--- src/rtl/bbc_mem_sched_pkg.sv ---
// bbc_mem_pkg: shared types and constants for the BBC SDRAM slot scheduler.
package bbc_mem_pkg;

  // Slot owner; encoding is visible on the owner port (0 IDLE .. 3 CPU).
  typedef enum logic [1:0] {
    IDLE = 2'd0,
    LOAD = 2'd1,
    VID  = 2'd2,
    CPU  = 2'd3
  } owner_t;

  typedef logic [24:0] sdram_addr_t;

  // First SDRAM address of the ROM image region.
  localparam sdram_addr_t ROM_BASE_DEFAULT = 25'h080000;

  // Loader FIFO entry: {address[24:0], data[7:0]}.
  localparam int unsigned LD_W = 33;

endpackage

--- src/rtl/bbc_mem_sched_ld_fifo.sv ---
// bbc_ld_fifo: small synchronous FIFO buffering ROM-loader writes between slots.
// A push while full is accepted only if a pop happens in the same cycle;
// otherwise it is dropped and drop_o pulses. flush_i empties the FIFO.
module bbc_ld_fifo #(
  parameter int unsigned DEPTH = 4,
  parameter int unsigned WIDTH = 33
) (
  input  logic             clk,
  input  logic             rst,
  input  logic             push_i,
  input  logic [WIDTH-1:0] wdata_i,
  input  logic             pop_i,
  input  logic             flush_i,
  output logic [WIDTH-1:0] rdata_o,
  output logic             full_o,
  output logic             empty_o,
  output logic             drop_o
);

  localparam int unsigned AW = (DEPTH > 1) ? $clog2(DEPTH) : 1;
  localparam int unsigned CW = $clog2(DEPTH) + 1;

  logic [WIDTH-1:0] mem_q [DEPTH];
  logic [AW-1:0]    wr_q, rd_q;
  logic [CW-1:0]    cnt_q;
  logic             do_push, do_pop;

  assign full_o  = (cnt_q == CW'(DEPTH));
  assign empty_o = (cnt_q == '0);
  assign rdata_o = mem_q[rd_q];

  assign do_pop  = pop_i && !empty_o;
  assign do_push = push_i && !flush_i && (!full_o || do_pop);
  assign drop_o  = push_i && !flush_i && full_o && !do_pop;

  // Entry storage; contents need no reset since count gates visibility.
  always_ff @(posedge clk) begin
    if (do_push) mem_q[wr_q] <= wdata_i;
  end

  // Pointers wrap naturally (power-of-two depth); count tracks occupancy.
  always_ff @(posedge clk or posedge rst) begin
    if (rst) begin
      wr_q  <= '0;
      rd_q  <= '0;
      cnt_q <= '0;
    end else if (flush_i) begin
      wr_q  <= '0;
      rd_q  <= '0;
      cnt_q <= '0;
    end else begin
      if (do_push) wr_q <= wr_q + 1'b1;
      if (do_pop)  rd_q <= rd_q + 1'b1;
      cnt_q <= cnt_q + CW'(do_push) - CW'(do_pop);
    end
  end

endmodule

--- src/rtl/bbc_mem_sched.sv ---
// bbc_mem_sched: grants each SDRAM slot (mem_sync) to the ROM loader, video or
// CPU, registers the SDRAM address/we/data mux and returns read data to the
// previous slot owner. Optional macro BBC_MEM_SCHED_ROMWP_EN write-protects
// CPU accesses at or above ROM_BASE.
module bbc_mem_sched
  import bbc_mem_pkg::*;
#(
  parameter int unsigned LD_DEPTH = 4,
  parameter sdram_addr_t ROM_BASE = ROM_BASE_DEFAULT
) (
  input  logic        clk_sys,
  input  logic        reset,
  input  logic        mem_sync,
  input  logic        phi0,
  input  logic        loader_active,
  input  logic        ld_wr,
  input  logic [24:0] ld_addr,
  input  logic [7:0]  ld_data,
  output logic        ld_full,
  output logic        ld_empty,
  output logic        ld_ovf,
  input  logic [24:0] vid_adr,
  output logic [7:0]  vid_di,
  input  logic [24:0] cpu_adr,
  input  logic        cpu_we,
  input  logic        cpu_ok,
  input  logic [7:0]  cpu_do,
  output logic [7:0]  cpu_di,
  output logic [24:0] sd_adr,
  output logic        sd_we,
  output logic [7:0]  sd_di,
  input  logic [7:0]  sd_do,
  output logic [1:0]  owner
);

  owner_t      owner_q, owner_d;
  sdram_addr_t sd_adr_q, sd_adr_d;
  logic        sd_we_q, sd_we_d;
  logic [7:0]  sd_di_q, sd_di_d;
  logic        cpu_wr_q, cpu_wr_d;
  logic [7:0]  vid_di_q, cpu_di_q;
  logic        ovf_q;

  logic            fifo_pop, fifo_flush, fifo_full, fifo_empty, fifo_drop;
  logic [LD_W-1:0] fifo_rdata;
  logic            cpu_wp;

  bbc_ld_fifo #(
    .DEPTH (LD_DEPTH),
    .WIDTH (LD_W)
  ) u_ld_fifo (
    .clk     (clk_sys),
    .rst     (reset),
    .push_i  (ld_wr),
    .wdata_i ({ld_addr, ld_data}),
    .pop_i   (fifo_pop),
    .flush_i (fifo_flush),
    .rdata_o (fifo_rdata),
    .full_o  (fifo_full),
    .empty_o (fifo_empty),
    .drop_o  (fifo_drop)
  );

`ifdef BBC_MEM_SCHED_ROMWP_EN
  assign cpu_wp = (cpu_adr >= ROM_BASE);
`else
  assign cpu_wp = 1'b0;
`endif

  // Grant decision and next slot drive, evaluated only on mem_sync.
  always_comb begin
    owner_d    = owner_q;
    sd_adr_d   = sd_adr_q;
    sd_we_d    = sd_we_q;
    sd_di_d    = sd_di_q;
    cpu_wr_d   = cpu_wr_q;
    fifo_pop   = 1'b0;
    fifo_flush = 1'b0;
    if (mem_sync) begin
      if (loader_active && !fifo_empty) begin
        owner_d  = LOAD;
        fifo_pop = 1'b1;
        sd_adr_d = fifo_rdata[32:8];
        sd_we_d  = 1'b1;
        sd_di_d  = fifo_rdata[7:0];
      end else if (loader_active) begin
        owner_d = IDLE;
        sd_we_d = 1'b0;
      end else begin
        // Leftovers after the download ended are discarded here.
        fifo_flush = !fifo_empty;
        if (!phi0) begin
          owner_d  = VID;
          sd_adr_d = vid_adr;
          sd_we_d  = 1'b0;
        end else begin
          owner_d  = CPU;
          sd_adr_d = cpu_adr;
          sd_we_d  = cpu_we && cpu_ok && !cpu_wp;
          sd_di_d  = cpu_do;
          cpu_wr_d = cpu_we;
        end
      end
    end
  end

  // Slot state and SDRAM drive registers.
  always_ff @(posedge clk_sys or posedge reset) begin
    if (reset) begin
      owner_q  <= IDLE;
      sd_adr_q <= '0;
      sd_we_q  <= 1'b0;
      sd_di_q  <= '0;
      cpu_wr_q <= 1'b0;
    end else begin
      owner_q  <= owner_d;
      sd_adr_q <= sd_adr_d;
      sd_we_q  <= sd_we_d;
      sd_di_q  <= sd_di_d;
      cpu_wr_q <= cpu_wr_d;
    end
  end

  // Read return: capture sd_do for the owner of the slot that just ended.
  always_ff @(posedge clk_sys or posedge reset) begin
    if (reset) begin
      vid_di_q <= '0;
      cpu_di_q <= '0;
    end else if (mem_sync) begin
      if (owner_q == VID) vid_di_q <= sd_do;
      if (owner_q == CPU && !cpu_wr_q) cpu_di_q <= sd_do;
    end
  end

  // Sticky overflow: dropped push or discarded leftovers.
  always_ff @(posedge clk_sys or posedge reset) begin
    if (reset) ovf_q <= 1'b0;
    else if (fifo_drop || fifo_flush) ovf_q <= 1'b1;
  end

  assign owner    = owner_q;
  assign sd_adr   = sd_adr_q;
  assign sd_we    = sd_we_q;
  assign sd_di    = sd_di_q;
  assign vid_di   = vid_di_q;
  assign cpu_di   = cpu_di_q;
  assign ld_full  = fifo_full;
  assign ld_empty = fifo_empty;
  assign ld_ovf   = ovf_q;

endmodule
--- config.mk ---
export PLATFORM = sky130hd
export DESIGN_NAME = bbc_mem_sched
export DESIGN_NICKNAME = d
export VERILOG_FILES = /design/src/rtl/bbc_mem_sched_pkg.sv /design/src/rtl/bbc_mem_sched_ld_fifo.sv /design/src/rtl/bbc_mem_sched.sv
export SDC_FILE = /design/constraint.sdc
export NUM_CORES = 1
export LEC_CHECK = 0
export CELL_PAD_IN_SITES_DETAIL_PLACEMENT = 1
export CELL_PAD_IN_SITES_GLOBAL_PLACEMENT = 1
export CORE_ASPECT_RATIO = 1.75
export CORE_MARGIN = 1.5
export CORE_UTILIZATION = 39
export CTS_CLUSTER_DIAMETER = 80
export CTS_CLUSTER_SIZE = 28
export DETAILED_ROUTE_END_ITERATION = 10
export GPL_TIMING_DRIVEN = 0
export PLACE_DENSITY = 0.72
export SLEW_MARGIN = 30
export SYNTH_ARGS = -nofsm -noshare
export SYNTH_HDL_FRONTEND = slang
export SYNTH_SLANG_ARGS = --single-unit
export TNS_END_PERCENT = 10
--- constraint.sdc ---
create_clock -name clk_sys -period 4.65 [get_ports clk_sys]
set_clock_uncertainty 0.2 [all_clocks]
set_input_delay 0.93 -clock clk_sys [delete_from_list [all_inputs] [get_ports clk_sys]]
set_output_delay 0.93 -clock clk_sys [all_outputs]
set_load 0.02 [all_outputs]
# Word-level counts from Yosys, hierarchy flattened
# Memory sizes are Yosys's and may differ from the RTL's.
# Cells that the tools add are included.
# totals
regBits	61
mem_bits_rw	132
input_bits	107
out_inout_bits	55
word_cells	70
mem_count	1
# mem_list
memory	depth	word_bits	read_ports	rd_ports_with_merged_regs	wr	line_no	source
u_ld_fifo.mem_q	4	33	1	0	1	bbc_mem_sched_ld_fifo.sv:23	logic [WIDTH-1:0] mem_q [DEPTH];
# classes
addsub	4
eq_ne	4
n_mux	24
bitwise	2
reduce_logical	24
# ops
cell	n
two-way mux 25 bit	3
two-way mux 8 bit	3
two-way mux 2 bit	6
two-way mux 1 bit	11
logical AND 1 bit	8
AND reduction 2 bit	3
nonzero test 2 bit	3
zero test 1 bit	5
adder 2 x 1 -> 2 bit, second input constant	2
equality test 2 bit, second input constant	2
AND reduction 4 bit	1
adder 3 x 1 -> 3 bit	1
equality test 3 bit, second input constant	1
zero test 3 bit	1
two-way mux 3 bit	1
AND reduction 3 bit	1
subtractor 3 x 1 -> 3 bit	1
logical OR 1 bit	2
!= test 2 x 1 -> 1 bit, second input constant	1
NOT 1 bit	2

# Logic depth before layout (Yosys ltp)
# logic_depth
depth_word	11
depth_mapped	10
mapped_depth_nobuf	9

# By module
# From an unflattened synthesis, not the netlist that was laid out.
# hier_totals
hier_cells	412
hier_area_um2	7739.9
# by_module_without_submodules
module	instances	cells_per_inst	area_per_inst_um2	seq_area_each_um2
bbc_ld_fifo	1	217	5221.3	4139.0
bbc_mem_sched	1	195	2518.7	1351.3

# Worst setup path after synthesis
# Ideal clock, no wire load.
# synth_path
path_type	flip-flop to flip-flop
start	reg u_ld_fifo.cnt_q[1]
end	mem u_ld_fifo.mem_q[0][0], enable pin
setup_ps	393
arrival_ps	2383
required_ps	4057
path_slack_ps	1674
stages_incl_launch_ff	5
n_path_buf	1
synth_period_minus_slack_ps	2976
path_cell_list	dfrtp_1 > buf_2 > nor3_1 > o31a_1 > and2_1
# synth_between
elab_chain_len	10
word_cells_on_any_way	17
classes_between	eq/ne: 1; mux: 7; reduce/logical: 9
# synth_lines
element	line_no	source
start, declared	bbc_mem_sched_ld_fifo.sv:25	logic [CW-1:0] cnt_q;
start signal, assigned	bbc_mem_sched_ld_fifo.sv:54	cnt_q <= cnt_q + CW'(do_push) - CW'(do_pop);
zero test 3 bit *	bbc_mem_sched_ld_fifo.sv:29	assign empty_o = (cnt_q == '0);
named net ld_empty	bbc_mem_sched.sv:20	output logic ld_empty,
zero test 1 bit *	bbc_mem_sched_ld_fifo.sv:32, bbc_mem_sched.sv:80, bbc_mem_sched.sv:91	
two-way mux 1 bit / logical AND 1 bit (equally long branches)	bbc_mem_sched.sv:86, bbc_mem_sched.sv:80	
two-way mux 1 bit	bbc_mem_sched.sv:80	if (loader_active && !fifo_empty) begin
two-way mux 1 bit	bbc_mem_sched.sv:79	if (mem_sync) begin
zero test 1 bit / logical AND 1 bit (equally long branches)	bbc_mem_sched_ld_fifo.sv:33, bbc_mem_sched_ld_fifo.sv:32	
logical AND 1 bit / logical OR 1 bit (equally long branches)	bbc_mem_sched_ld_fifo.sv:33	assign do_push = push_i && !flush_i && (!full_o || do_pop);
logical AND 1 bit *	bbc_mem_sched_ld_fifo.sv:33	
two-way mux 1 bit *	bbc_mem_sched_ld_fifo.sv:38	if (do_push) mem_q[wr_q] <= wdata_i;
two-way mux 1 bit (implied by the code) *	bbc_mem_sched_ld_fifo.sv:38	
end, declared	bbc_mem_sched_ld_fifo.sv:23	
# Mark *: on every way through the listed nets, which the timed path passes. The rest lies on a longest branch.

# Worst setup path in the final report
# layout_path
start	reg u_ld_fifo.cnt_q[1]
end	out ld_empty
# layout_between
elab_chain_len	1
# layout_lines
element	line_no
zero test 3 bit	bbc_mem_sched_ld_fifo.sv:29
end, declared	bbc_mem_sched.sv:20
# Every way passes these cells.

==> metrics.md <==
| Metric | Value |
|---|---|
| Outcome | complete, no violations |
| Number of antenna violations at the first check in global routing | 2 |
| Start of the worst register-to-register path | u_ld_fifo.cnt_q[1] |
| Bufs on Longest Clock Path | 2 |
| Cell type with the largest total area after synthesis | edfxtp_1 |
| Horiz. Die Dim | 111.1 µm |
| Unrepaired setup endpoints after global routing | false |
| Antenna Violating Nets Remaining | 0 |
| Iteration count of the initial detailed-routing pass | 4 |
| FF-to-FF path depth | 9 |
| Internal cell power | 0.004178 W |
| Vertical die dimension | 192.1 µm |
| Number of H-tree branching levels | 4 |
| Net Switching | 0.001843 W |
| Area of the multi-input gates | 2307 µm² |
| Vias in the first global route | 5322 |
| Share of power burned in registers | 0.405 |
| Delay of the slowest cell on the worst path | 700 ps |
| Buffer and inverter count on the worst path | 2 |
| Per-instance average area after synthesis | 18.11 µm² |
| Post-CTS repair timing setup buffer count | 0 |
| Distinct cell type count of the synthesized netlist | 37 |
| Final critical delay including setup and external delays | 3279 ps |
| Post-cts gate resize count | 0 |
| Sum of overflow across all layers after global routing | 0 |
| Rows | 69 |
| Final Hold Viols | 0 |
| Initial core utilization | 0.3945 |
| Power, Total | 0.006020 W |
| Net switching fraction of the power | 0.3061 |
| Main area contributors after synthesis | edfxtp_1 (50%), dfrtp_1 (19%), mux4_2 (9.3%) |
| Clock tree from TritonCTS | done |
| Most used standard cell by instance count after synthesis | edfxtp_1 |
| First-pass GRT wire length | 30.28 mm |
| Sequential fraction of the synthesis area | 0.6890 |
| Area of the core | 20200 µm² |
| DRT Wirelength | 19.65 mm |
| Drc violations | 0 |
| Critical Path Slowest Stage Cell | clkdlybuf4s50_1 |
| Combined area of all synthesized cells | 7969 µm² |
| Required time at the endpoint of the critical path | 3520 ps |
| Worst slew margin relative to its limit | 0.4999 |
| RePlAce Congestion | 0.7265 |
| Data arrival, critical path | 2150 ps |
| Max Transition Viols Final | 0 |
| Area of the die | 21330 µm² |
| VDD IR-drop max | 291.1 µV |
| Delay-heaviest family, CP | buffers and inverters |
| Clock network latency to the later pin of the worst-skew pair | 430 ps |
| Gate power share | 0.349 |
| Critical Path Fanout Max | 8 |
| WL per Instance | 22.20 µm |
| DRT iter0 DRCs | 118 |
| Path type of the worst setup path | flip-flop to output port |
| Footprint of the flip-flops and latches | 5490 µm² |
| Final worst path period share | 0.7051 |
| Register clock-pin slew on the reported worst setup and hold paths | 70 ps |
| Leakage component of the power | 3.795 nW |
| Cts-stage hold buffer count | 0 |
| Synthesized Nets | 553 |
| Worst setup SP type | flip-flop |
| Cell count of the worst hold path | 1 |
| Sum of net half-perimeters after detailed placement | 14.02 mm |
| Clock network power share | 0.246 |
| Critical-path cell list | buf_2, nor3_1, clkdlybuf4s50_1 |
| Share of flip-flops with an asynchronous set or reset after synthesis | 0.3161 |
| Filler instances | 1934 |
| EDFF count, synth | 132 |
| Worst setup EP type | output port |
| Achievable frequency | 305.0 MHz |
| Transition time at the pin with the least slew margin | 743.8 ps |
| Final setup violating endpoints | 0 |
| Worst min-delay path class | flip-flop to flip-flop |
| Num ports | 162 |
| Worst hold start | ld_ovf |
| Post-synthesis register bit count | 193 |
| Setup TNS | 0 ps |
| Drt via density | 5.258 |
| Number of warnings reported in the yosys synthesis log | 0 |
| Leading post-synthesis cells by instance count | edfxtp_1 (132), dfrtp_1 (61), mux2_2 (55) |
| Synthesized instance count | 440 |
| Pin count of the biggest net entering global routing | 46 |
| Via count | 4653 |
| Global-route usage over all layers | 0.1921 |
| Synthesis-to-layout area growth | 33.24% |
| CTS Sinks | 193 |
| Root cell of the clock tree | clkbuf_16 |
| Worst reg2reg path endpoint | u_ld_fifo.cnt_q[2] |
| Fraction of final layout cells with drive strength greater than 1 | 0.2394 |
| Power density over the cells | 567.0 nW/µm² |
| Post-synth top flop | edfxtp_1 |
| Count of buffers from port buffering | 159 |
| Flop2flop setup slack | 1890 ps |
| Number of nets at the end of the flow | 736 |
| Worst Hold Endpoint | ld_ovf |
| Area fraction of the dominant cell type after synthesis | 0.4974 |
| Number of maximum-capacitance constraint violations | 0 |
| Clock buffer count from CTS | 17 |
[final cells by class]
type	instances	share of cell area
Clock buffer	21	0.04242
Multi-Input combinational cell	217	0.2173
Timing Repair Buffer	164	0.1629
Tap cell	248	0.02922
Buffer	25	0.01567
Sequential cell	193	0.5171
Inverter	5	0.002003
Antenna cell	2	0.0004714
Clock inverter	10	0.01296
[cell usage in the layout, fill, tap and decap left out, drive strengths merged, types with 2 or more instances in the layout]
cell             n
inv              5
a21o             2
mux2            59
and2             6
o21ai           53
diode            2
clkbuf          30
clkdlybuf4s50  159
nand2            3
o31a             2
edfxtp         132
nor3             3
nor2b            3
mux4            33
buf             21
ha               5
nor2             7
mux2i           26
o31ai            3
bufinv           3
dfrtp           61
clkinv           6
[how the worst max path moves through the flow]
stage / start / endpoint / slack, ps / depth (start not counted)
finish: u_ld_fifo.cnt_q[1] / ld_empty / 1370 / 3
global route: u_ld_fifo.cnt_q[1] / ld_empty / 1250 / 3
CTS: u_ld_fifo.cnt_q[1] / ld_empty / 1350 / 3
detailed placement: mem_sync / u_ld_fifo.cnt_q[2] / 1060 / 10
global placement: mem_sync / u_ld_fifo.mem_q[2][16] / 360 / 5
floorplan: u_ld_fifo.cnt_q[1] / u_ld_fifo.mem_q[0][0] / 1670 / 4
[flip-flops by register name (all words and copies together), names as in the netlist]
signal	cells
cpu_di	8
cpu_wr_q	1
ld_ovf	1
owner	2
sd_adr	25
sd_di	8
sd_we	1
u_ld_fifo.cnt_q	3
u_ld_fifo.mem_q	132
u_ld_fifo.rd_q	2
u_ld_fifo.wr_q	2
vid_di	8
[per-stage QoR]
stage	instance area (µm²)	hold WS, ps	std cells	util	setup slack [ps]
global route	10620	319.3	885	0.5256	1251
floorplan	7969	269.7	440	-	1674
CTS	10610	295.2	883	0.5253	1345
finish	10620	285.4	885	0.5256	1371
detailed placement	10020	280.0	852	0.4962	1058
global placement	9871	266.5	847	0.4886	355.1
[routing by layer]
| layer | routed length, µm | global-route usage |
|---|---|---|
| met5 | 0 | 0 |
| met4 | 554 | 0.08569 |
| met3 | 853 | 0.03881 |
| met2 | 10940 | 0.3625 |
| met1 | 7307 | 0.2062 |
[worst register-to-register path: stages, from the launching register on]
cell and delay, ps:
dfrtp_1 400, buf_2 190, nor3_1 430, o31a_1 370, ha_1 200, inv_1 50, fa_1 400, xor2_1 170
and2_1 170, nor3_1 120
[power groups by stage]
stage	Combinational [W]	Clock (W)	Sequential [W]
after global routing	0.00225	0.00157	0.00248
after floorplan	0.000972	0	0.00268
final	0.00210	0.00148	0.00244
after CTS	0.00215	0.00150	0.00244
after global placement	0.00203	0	0.00245
after detailed placement	0.00214	0	0.00247
[logic make-up after synthesis]
family	after synthesis	synth area share
simple gates	27	0.01994
buf+inv	30	0.02324
flops	193	0.6890
xor+xnor	1	0.001099
compound gates	65	0.04522
mux	118	0.2112
fa+ha+maj	6	0.01036
No activity file was read; power rests on OpenSTA's default activity.
